File: config.mk
export PLATFORM = sky130hd
export DESIGN_NAME = writeback_regfile
export DESIGN_NICKNAME = d
export VERILOG_FILES = /design/src/rtl/risc_pkg.sv /design/src/rtl/wb_dest_decode.sv /design/src/rtl/writeback_regfile.sv
export SDC_FILE = /design/constraint.sdc
export NUM_CORES = 1
export LEC_CHECK = 0
export ABC_AREA = 0
export BUFFER_PORTS_ARGS = -buffer_cell sky130_fd_sc_hd__buf_2
export CORE_MARGIN = 2
export CORE_UTILIZATION = 58
export DETAILED_ROUTE_END_ITERATION = 8
export PLACE_DENSITY = 0.8
export SYNTH_ARGS = -nofsm -noshare
export SYNTH_HDL_FRONTEND = slang
export SYNTH_HIERARCHICAL = 1
export SYNTH_SLANG_ARGS = --single-unit
export TNS_END_PERCENT = 30
File: constraint.sdc
create_clock -name clk -period 3.6 [get_ports clk]
set_input_delay 0.9 -clock clk [delete_from_list [all_inputs] [get_ports clk]]
set_output_delay 0.9 -clock clk [all_outputs]
set_load 0.03 [all_outputs]
File: src/rtl/risc_pkg.sv
// risc_pkg: shared opcodes, field slices and widths for the pipeline stages
package risc_pkg;
  localparam int DW = 16;
  localparam int NREG = 8;
  localparam int CNT_W = 16;
  localparam logic [3:0] OP_ADD = 4'b0000;
  localparam logic [3:0] OP_ADI = 4'b0001;
  localparam logic [3:0] OP_NAND = 4'b0010;
  localparam logic [3:0] OP_LHI = 4'b0011;
  localparam logic [3:0] OP_LW = 4'b0100;
  localparam logic [3:0] OP_SW = 4'b0101;
  localparam logic [3:0] OP_JAL = 4'b1000;
  localparam logic [3:0] OP_JLR = 4'b1001;
  localparam logic [3:0] OP_BEQ = 4'b1100;
  localparam logic [DW-1:0] NOP_IR = 16'hF000;
  typedef logic [2:0] reg_idx_t;
  localparam reg_idx_t PC_IDX = 3'd7;
  function automatic reg_idx_t ra(input logic [DW-1:0] ir);
    return ir[11:9];
  endfunction
  function automatic reg_idx_t rb(input logic [DW-1:0] ir);
    return ir[8:6];
  endfunction
  function automatic reg_idx_t rc(input logic [DW-1:0] ir);
    return ir[5:3];
  endfunction
endpackage

File: src/rtl/wb_dest_decode.sv
// wb_dest_decode: IR -> {write enable, destination register}, shared with the hazard unit
module wb_dest_decode
  import risc_pkg::*;
(
  input  logic [DW-1:0] ir,
  output logic          we,
  output reg_idx_t      dest
);
  logic [3:0] op;
  logic unused_bits;
  assign op = ir[15:12];
  assign unused_bits = ^ir[2:0];
  always_comb begin
    we = op inside {OP_ADD, OP_NAND, OP_ADI, OP_LHI, OP_LW, OP_JAL, OP_JLR};
    dest = (op == OP_ADD || op == OP_NAND) ? rc(ir) : (op == OP_ADI) ? rb(ir) : ra(ir);
  end
endmodule

File: src/rtl/writeback_regfile.sv
// writeback_regfile: commits MEM/WB results to the 8x16 register file, CCR, PC redirect and retire count.
// Define WB_BYPASS_EN for write-first reads; otherwise reads return the array contents.
module writeback_regfile
  import risc_pkg::*;
(
  input  logic             clk,
  input  logic             reset,
  input  logic [DW-1:0]    wb_ir,
  input  logic [DW-1:0]    wb_value,
  input  logic             wb_carry,
  input  logic             wb_ccr_write,
  input  reg_idx_t         rd_addr_a,
  input  reg_idx_t         rd_addr_b,
  output logic [DW-1:0]    rd_data_a,
  output logic [DW-1:0]    rd_data_b,
  output logic [1:0]       ccr,
  output logic             pc_redirect,
  output logic [DW-1:0]    pc_target,
  output logic [CNT_W-1:0] retired
);
  logic [DW-1:0] regs [NREG];
  logic we;
  reg_idx_t dest;
  logic nop;
  logic pc_we;
  wb_dest_decode u_dec (.ir(wb_ir), .we(we), .dest(dest));
  assign nop = (wb_ir == NOP_IR);
  assign pc_we = we && dest == PC_IDX;
  always_ff @(posedge clk) begin
    if (reset) begin
      for (int i = 0; i < NREG; i++) regs[i] <= '0;
      ccr <= 2'b00;
      pc_redirect <= 1'b0;
      pc_target <= '0;
      retired <= '0;
    end else begin
      if (we) regs[dest] <= wb_value;
      pc_redirect <= pc_we;
      if (pc_we) pc_target <= wb_value;
      if (wb_ccr_write && !nop) ccr <= {wb_carry, wb_value == '0};
      if (!nop) retired <= retired + CNT_W'(1);
    end
  end
`ifdef WB_BYPASS_EN
  assign rd_data_a = (we && dest == rd_addr_a) ? wb_value : regs[rd_addr_a];
  assign rd_data_b = (we && dest == rd_addr_b) ? wb_value : regs[rd_addr_b];
`else
  assign rd_data_a = regs[rd_addr_a];
  assign rd_data_b = regs[rd_addr_b];
`endif
endmodule

== Yosys cells after proc, flatten, opt, wreduce, memory -nomap -nowiden ==
Memory sizes are Yosys's and may differ from the RTL's.
Cells that the tools add are included.
Storage, ports and cells
  register bits after elaboration: 35
  bits in writable memories: 128
  memories kept: 1
  output and inout bits: 67
Memory list
  regs: words 8, width 16, rd ports 2, clocked after memory_dff 0, wr ports 8, RTL line writeback_regfile.sv:21  | logic [DW-1:0] regs [NREG];
Operators by class
  muxes and demuxes: 10
  add/sub/neg operators: 1
  equal/unequal tests: 8
  reduce and logical (&&, ||, !) cells: 8
Operator list (count)
  adder 16 x 1 -> 16 bit, second input constant: 1
  equality test 16 bit, second input constant: 1
  logical NOT 16 bit: 1
  2-to-1 mux 16 bit: 1
  OR reduction 16 bit: 1
  2-to-1 mux 3 bit: 3
  equality test 4 x 2 -> 1 bit, second input constant: 2
  equality test 4 bit, second input constant: 2
  nonzero test 7 bit: 1
  2-to-1 mux 1 bit: 6
  equality test 4 x 1 -> 1 bit, second input constant: 1
  equality test 4 x 3 -> 1 bit, second input constant: 1
  logical NOT 4 bit: 1
  equality test 3 bit, second input constant: 1
  logical AND 1 bit: 2
  logical NOT 1 bit: 1
  logical OR 1 bit: 1

== Logic depth before layout (Yosys ltp) ==
  depth after elaboration: 7
  gate-level depth with buffers: 8
  mapped depth without buffers: 7

== By module ==
The synthesis kept the hierarchy.
By module, submodules not included
  writeback_regfile: area each 8097.8 µm², cells each 544, times used 1
  wb_dest_decode: area each 102.6 µm², cells each 17, times used 1

== Worst setup path after synthesis ==
No wires, ideal clock.
  kind: input-to-output
  start: input rd_addr_a[0]
  end: output rd_data_a[0]
  data required time: 2.700 ns
  slack: 0.412 ns
  arrival: 2.288 ns
  path buffers: 2
  stages: 4
  path through: clkbuf_1 -> buf_2 -> mux4_2 -> mux2_2
Between the ends
  longest elaborated chain between the ends: 1
Ends and longest elaborated chain
  from (decl): RTL line writeback_regfile.sv:12  | input reg_idx_t rd_addr_a,
  memory read (8 x 16 bit)
  to (decl): RTL line writeback_regfile.sv:14  | output logic [DW-1:0] rd_data_a,
Every way passes these cells.

== Worst setup path in the final report ==
  start: input rd_addr_a[0]
  end: output rd_data_a[14]
The elaborated chain is that of the path after synthesis.

==> impl_metrics.ini <==
[synthesis]
yosysTopAreaCell = edfxtp_1
synth_top_area_share_pct = 46.9
yosysUniqueCellTypes = 40
ys_ff_latch = 163
ys_warn_count = 6
synth-seq-area-share_pct = 55.4
synth_edf_count = 128
synth_adder_area_share_pct = 0.153
yosys.area_share.xor_xnor_pct = 0.107
synthMuxAreaShare_pct = 22.2
avgSynthCellArea_um2 = 14.6
syn_nets = 604
async_reset_ff_share_pct = 0
syn_inst = 561
synthFlopType = edfxtp_1
synth_area_leaders = edfxtp_1, mux4_2, and2_1
synth_compound_area_share_pct = 4.71
yosysMostFrequentCell = and2_1
synth_simple_gate_area_share_pct = 15.5
synth_area_um2 = 8200
synth_top_family_by_area = multiplexers
synth_commonest_cells = and2_1, edfxtp_1, mux4_2, dfxtp_1, mux2_2

[power_and_ir_drop]
p_int_mw = 3.33
p_comb_share_pct = 14.3
power_frac_clock_pct = 36.2
power_mw = 4.48
p_leak_nw = 3.65
powerDensity_nw_per_um2 = 471
sw_frac_of_total_pct = 25.5
pwr-share-seq_pct = 49.6
ir_worst_vdd_v = 0.000269
switchingPower_mw = 1.14

[cells_and_area]
final_area_um2 = 9500
drive_above_1_share_pct = 37.7
stdcell_count = 862
num_antenna_cells = 0
fin_util_pct = 68.7
nets = 712
syn_to_final_growth_pct = 15.8

[clock_tree]
post_cts_buffers = 0
cts_buffers = 17
clk_pin_slew_ns = 0.06
htree_levels = 4
worstSkewPairLatency_ns = 0.43
post_cts_resized = 0
cts.sinks = 163
hold_buffers = 0
cts_buffer_depth = 2
cts_tree = yes
clock-root-buffer = clkbuf_16

[floorplanning]
die_area_um2 = 15100
start_util_pct = 59.3
rows = 43
io_pins = 109
fp.dieW_um = 123
core_um2 = 13800
die_h_um = 123

[drt]
wl_per_cell_um = 22.7
drt_iter0_drc = 648
routed_wl_mm = 19.6
vias = 5400
via_per_inst = 6.26
drc = 0
ant_nets = 0
dr.pass1.iters = 7

[timing]
hold_slack_ns = 0.448
period_share_pct = 89.7
finalHoldViolations = 0
period_minus_slack_ns = 3.23
setup_ws_ns = 0.370
finClkSkew_ns = 0.00555
clock.fmax_ghz = 0.310
relSlewSlack_pct = 40.9
drv_slew = 0
rsz0062_at_grt = no
worst_pin_slew_ns = 0.880
setup_tns_ns = 0
finalSetupViolCount = 0

[critical_path]
cp-endpoint = rd_data_a[14]
crit_buf_inv = 3
critPathArrivalTime_ns = 2.33
crit_path_end_kind = primary output
max_stage_delay_ns = 0.54
rr_endpoint = retired[12]
rrSetupSlack_ns = 1.86
cp_slowest_cell = mux4_2
path_depth = 5
cp_max_fo = 32
start_kind = primary input
required_ns = 2.70
ff2ff_path_depth = 4
path_class = in -> out
reg2reg_from = retired[0]
path_delay_family = multiplexers
cpMostUsedCell = buf_2
startpoint = rd_addr_a[0]
worstPathCellList = buf_2 > buf_12 > mux4_2 > mux2_2 > buf_2

[placed_design]
gp_congestion = 0.950
placed_cell_area_um2 = 8970
hpwl_mm = 12.8
numPortBuffers = 108
dp_cells = 830
place_ws_ns = 0.363

[grt]
grt_max_degree = 33
grt_pass1_vias = 5458
track_usage_pct = 27.1
antenna_found_initial = 0
grt_pass1_wl_mm = 29.6
gr-total-overflow = 0

[hold_path]
hp-class = reg -> reg

[outcome]
status = completed

[job]
drv_cap = 0
==> flip-flops by register name (all words and copies together) (netlist names) <==
signal / cells
regs: 128
pc_redirect: 1
pc_target: 16
retired: 16
ccr: 2
==> cell families after synthesis <==
| kind of cell | after synthesis |
|---|---|
| XOR/XNOR | 1 |
| AO/OA/AOI/OAI | 58 |
| AND/OR/NAND/NOR | 204 |
| flip-flops | 163 |
| adder cells (fa/ha/maj) | 1 |
| multiplexers | 98 |
| buffers and inverters | 36 |
==> worst min-delay path by stage <==
stage | from | end | slack (ns) | cells past startpoint
2_1_floorplan | ccr[0] | ccr[0] | 0.60 | 2
3_3_place_gp | pc_target[9] | pc_target[9] | 0.43 | 1
3_5_place_dp | pc_target[6] | pc_target[6] | 0.43 | 1
4_1_cts | pc_target[6] | pc_target[6] | 0.45 | 1
5_1_grt | pc_target[6] | pc_target[6] | 0.46 | 1
6_report | pc_target[6] | pc_target[6] | 0.45 | 1
==> power by group through the flow <==
stage | clock [mW] | sequential, mW | combinational, mW
after floorplan | 0 | 2.24 | 0.433
after global placement | 0 | 2.24 | 0.629
after detailed placement | 0 | 2.25 | 0.639
after CTS | 1.62 | 2.22 | 0.643
after global routing | 1.70 | 2.23 | 0.677
final | 1.62 | 2.22 | 0.640
==> placed cells by master, fill, tap and decap left out, drive strengths merged, types with 2 or more instances in the layout <==
| master | n |
|---|---|
| or2 | 7 |
| mux4 | 64 |
| edfxtp | 128 |
| buf | 122 |
| nor4 | 4 |
| or3 | 8 |
| nand3b | 2 |
| o22ai | 4 |
| or4 | 10 |
| clkbuf | 22 |
| and2 | 130 |
| clkinv | 7 |
| nand2b | 7 |
| nand3 | 6 |
| a21oi | 18 |
| mux2 | 32 |
| dfxtp | 35 |
| and3 | 2 |
| nor2 | 10 |
| inv | 5 |
| mux2i | 2 |
| o31ai | 6 |
| nand2 | 7 |
| nand4 | 4 |
| o41ai | 3 |
| nor3 | 2 |
| a21o | 16 |
| o21ai | 9 |
==> metal layers <==
layer	GRT usage [%]	share of wire (%)	vias up
li1	-	-	2393
met1	36.2	40	2719
met2	44.4	51	261
met3	6.00	8.1	27
met4	9.55	1.5	0
met5	0	0	-
==> area by class of cell <==
type                       instances  area [um^2]
inverter                           3         11.3
clock inverter                    10         57.6
multi-input combinational        362         3500
sequential                       163         4540
clock buffer                      22          464
tap                              180          225
timing repair buffer             122          696
fill                             933         4330
(Power assumes the default switching activity.)
